`src/rtl/simplez_tx_arb.sv`:
```
// Two-requester arbiter for the Simplez UART transmitter: round-robin grant, byte latch, start/ready handshake.
// Define SIMPLEZ_TXARB_FIXED_PRIO_EN to make requester 0 always win instead of round-robin.
module simplez_tx_arb #(
  parameter int GAP_CYCLES = 0
) (
  input  logic       clk,
  input  logic       rst,
  input  logic       req0,
  input  logic [7:0] data0,
  output logic       ack0,
  input  logic       req1,
  input  logic [7:0] data1,
  output logic       ack1,
  output logic       tx_start,
  output logic [7:0] tx_data,
  input  logic       tx_ready,
  output logic       busy,
  output logic       owner
);

  localparam int GW = (GAP_CYCLES > 0) ? $clog2(GAP_CYCLES + 1) : 1;
  localparam logic [GW-1:0] GAP_LOAD = (GAP_CYCLES > 0) ? GW'(GAP_CYCLES - 1) : '0;

  typedef enum logic [2:0] {
    S_IDLE      = 3'd0,
    S_START     = 3'd1,
    S_WAIT_BUSY = 3'd2,
    S_WAIT_DONE = 3'd3,
    S_GAP       = 3'd4
  } state_t;

  state_t        r_state;
  logic [GW-1:0] r_gap_cnt;
  logic          r_owner;
  logic          r_tx_start;
  logic          r_ack0;
  logic          r_ack1;
  logic          r_busy;
  logic [7:0]    r_tx_data;

  logic w_any_req;
  logic w_grant1;

  assign w_any_req = req0 | req1;

`ifdef SIMPLEZ_TXARB_FIXED_PRIO_EN
  assign w_grant1 = ~req0;
`else
  // On a tie the requester that did not own the last grant wins.
  assign w_grant1 = (req0 & req1) ? ~r_owner : req1;
`endif

  always_ff @(posedge clk) begin
    if (rst) begin
      r_state    <= S_IDLE;
      r_gap_cnt  <= '0;
      r_owner    <= 1'b1;
      r_tx_start <= 1'b0;
      r_ack0     <= 1'b0;
      r_ack1     <= 1'b0;
      r_busy     <= 1'b0;
      r_tx_data  <= 8'h00;
    end else begin
      r_tx_start <= 1'b0;
      r_ack0     <= 1'b0;
      r_ack1     <= 1'b0;
      case (r_state)
        S_IDLE: begin
          if (tx_ready && w_any_req) begin
            r_state    <= S_START;
            r_owner    <= w_grant1;
            r_tx_data  <= w_grant1 ? data1 : data0;
            r_tx_start <= 1'b1;
            r_ack0     <= ~w_grant1;
            r_ack1     <= w_grant1;
            r_busy     <= 1'b1;
          end
        end
        S_START: begin
          r_state <= S_WAIT_BUSY;
        end
        S_WAIT_BUSY: begin
          if (!tx_ready) begin
            r_state <= S_WAIT_DONE;
          end
        end
        S_WAIT_DONE: begin
          if (tx_ready) begin
            if (GAP_CYCLES > 0) begin
              r_state   <= S_GAP;
              r_gap_cnt <= GAP_LOAD;
            end else begin
              r_state <= S_IDLE;
              r_busy  <= 1'b0;
            end
          end
        end
        S_GAP: begin
          if (r_gap_cnt == '0) begin
            r_state <= S_IDLE;
            r_busy  <= 1'b0;
          end else begin
            r_gap_cnt <= r_gap_cnt - GW'(1);
          end
        end
        default: begin
          r_state <= S_IDLE;
          r_busy  <= 1'b0;
        end
      endcase
    end
  end

  assign ack0     = r_ack0;
  assign ack1     = r_ack1;
  assign tx_start = r_tx_start;
  assign tx_data  = r_tx_data;
  assign busy     = r_busy;
  assign owner    = r_owner;

endmodule

```
`config.mk`:
```
export PLATFORM = sky130hd
export DESIGN_NAME = simplez_tx_arb
export DESIGN_NICKNAME = d
export VERILOG_FILES = /design/src/rtl/simplez_tx_arb.sv
export SDC_FILE = /design/constraint.sdc
export NUM_CORES = 1
export LEC_CHECK = 0
export CAP_MARGIN = 10
export CORE_MARGIN = 1
export CORE_UTILIZATION = 41
export DETAILED_ROUTE_END_ITERATION = 12
export PLACE_DENSITY = 0.83
export SLEW_MARGIN = 20
export SYNTH_ARGS = -nofsm -noshare
export SYNTH_HDL_FRONTEND = slang
export SYNTH_SLANG_ARGS = --single-unit
```
`constraint.sdc`:
```
create_clock -name clk -period 2.6 [get_ports clk]
set_input_delay 0.52 -clock clk [delete_from_list [all_inputs] [get_ports clk]]
set_output_delay 0.52 -clock clk [all_outputs]
set_load 0.01 [all_outputs]
```
==> results.json <==
{
  "antenna_found_initial": 0,
  "crit_fanout": 3,
  "fin_ws_ps": 843,
  "cts-buffers-inserted": 3,
  "portBuffers": 33,
  "ir_drop_mv": 0.418,
  "crit_required_ps": 2080,
  "rows": 14,
  "grt_max_degree": 13,
  "root_buffer": "clkbuf_4",
  "ant_nets": 0,
  "synth_fp_nets": 85,
  "clk_latency_ps": 280,
  "grt_pass1_vias": 534,
  "h-tree-depth": 1,
  "dp.cells": 109,
  "pwr_density_cell_nw_per_um2": 754,
  "ctsResizeCount": 0,
  "io_pins": 34,
  "clock_sinks": 15,
  "cts_hold_buf": 0,
  "final_common_cell": "clkdlybuf4s50_1",
  "vias_per_cell": 4.92,
  "drc": 0,
  "first_pass_iters": 5,
  "crit_chain": "clkdlybuf4s50_1",
  "start_util": 0.439,
  "setup_viol": 0,
  "syn2layout_area_growth_pct": 55.8,
  "final.period_utilization": 0.676,
  "gp_congestion": 0.722,
  "coreArea_sq_um": 1510,
  "hold_violations": 0,
  "die_h_um": 42.2,
  "arrival_ps": 1240,
  "drv_slew": 0,
  "cp_slowest_cell": "clkdlybuf4s50_1",
  "die_w_um": 42.2,
  "post_cts_buffers": 0,
  "avgSynthCellArea_sq_um": 10.9,
  "final_cell_mix": "clkdlybuf4s50_1, dfxtp_1, mux2i_1, o2bb2ai_1, inv_1",
  "fmax_mhz": 569,
  "critPathTopFamily": "buffers and inverters",
  "maxCapViolCount": 0,
  "worst_pin_slew_ps": 647,
  "cpPeakStageDelay_ps": 560,
  "p_leak_nw": 0.407,
  "drtIter0Drc": 10,
  "endpoint_kind": "output pin",
  "ys_ff_latch": 15,
  "cts_tree": "yes",
  "grt_usage": 0.168,
  "clk_path_buf_depth": 2,
  "ys_seq_area_frac": 0.454,
  "post_drt_wl_per_cell_um": 12.9,
  "cp-start-kind": "flop",
  "diodes": 0,
  "grt_setup_unrepaired": "no",
  "synth_cell_types": 21,
  "globalRouteOverflowTotal": 0,
  "cp_num_buf_inv": 1,
  "hp-class": "reg -> reg",
  "final.setup.tns_ps": 0,
  "place_worst_setup_slack_ps": 539,
  "drive_gt1_frac": 0.0928,
  "grt_pass1_wl_mm": 2.37,
  "fin_cells": 113,
  "status": "finished clean",
  "synth-warning-count": 0,
  "hold_slack_ps": 472,
  "synthesis.instances": 61,
  "critical_path_class": "reg -> out",
  "relSlewSlack": 0.566,
  "clk_pin_slew_ps": 100,
  "nNetsFinal": 122,
  "via_count": 556,
  "dieArea_sq_um": 1780,
  "min_period_ps": 1760,
  "place_hpwl_mm": 1.16,
  "wl_mm": 1.46,
  "skew_ps": 8.26,
  "synthesis.area_sq_um": 662
}
==> synthesized netlist by cell type, drive strengths merged <==
| library cell | n | share of area |
|---|---|---|
| a211oi | 1 | 0.019 |
| a21boi | 1 | 0.017 |
| a21oi | 2 | 0.021 |
| a2bb2oi | 1 | 0.013 |
| and2 | 1 | 0.0095 |
| buf | 2 | 0.025 |
| dfxtp | 15 | 0.45 |
| ha | 3 | 0.057 |
| inv | 6 | 0.034 |
| mux2i | 9 | 0.14 |
| nand2b | 2 | 0.019 |
| nand3b | 1 | 0.011 |
| nor2 | 2 | 0.011 |
| nor2b | 1 | 0.0095 |
| nor3 | 3 | 0.023 |
| o21a | 1 | 0.011 |
| o21ai | 1 | 0.0076 |
| o2bb2ai | 8 | 0.11 |
| o32a | 1 | 0.017 |
==> cell families after synthesis <==
family | Yosys count | synth area share
compound gates | 16 | 0.212
flops | 15 | 0.454
simple gates | 10 | 0.0832
mux | 9 | 0.136
buf+inv | 8 | 0.0586
fa+ha+maj | 3 | 0.0567
==> sequential cells by signal, indices dropped and copies added (netlist names) <==
signal,cells
ack1,1
owner,1
r_state,2
tx_start,1
busy,1
tx_data,8
ack0,1
==> metal layers <==
layer	vias up	global-route usage	wire length (um)
met3	2	0.0129	57
met2	16	0.289	725
met4	0	0.0375	13
met1	247	0.230	666
met5	-	0	0
li1	291	-	-
==> path summary, 6_finish.rpt <==
kind / startpoint / end / slack, ps / cells after the start
max: owner / owner / 840 / 1
min: tx_data[2] / tx_data[2] / 470 / 1
max reg2reg: r_state[0] / r_state[0] / 1150 / 5
min reg2reg: tx_data[2] / tx_data[2] / 470 / 1
==> cell type report <==
| cell class | instances | area [sq um] |
|---|---|---|
| clock buffers | 3 | 22.5 |
| clock inverters | 1 | 5.00 |
| fillers | 117 | 475 |
| inverters | 6 | 22.5 |
| multi-input cells | 38 | 323 |
| flip-flops and latches | 15 | 300 |
| well taps | 16 | 20.0 |
| repair buffers | 34 | 338 |
==> per-stage QoR <==
stage	power, mW	util	instance area (sq um)
2_1_floorplan	0.511	-	662
3_3_place_gp	0.641	0.666	1000
3_5_place_dp	0.654	0.666	1000
4_1_cts	0.785	0.684	1030
5_1_grt	0.827	0.684	1030
6_report	0.778	0.684	1030
==> power by group <==
| part | leakage, nW | total [mW] | internal (mW) | switching, mW |
|---|---|---|---|---|
| clock network | 0.0177 | 0.132 | 0.0569 | 0.0749 |
| registers | 0.123 | 0.316 | 0.283 | 0.0324 |
| logic | 0.266 | 0.330 | 0.183 | 0.147 |
(Power assumes the default switching activity.)
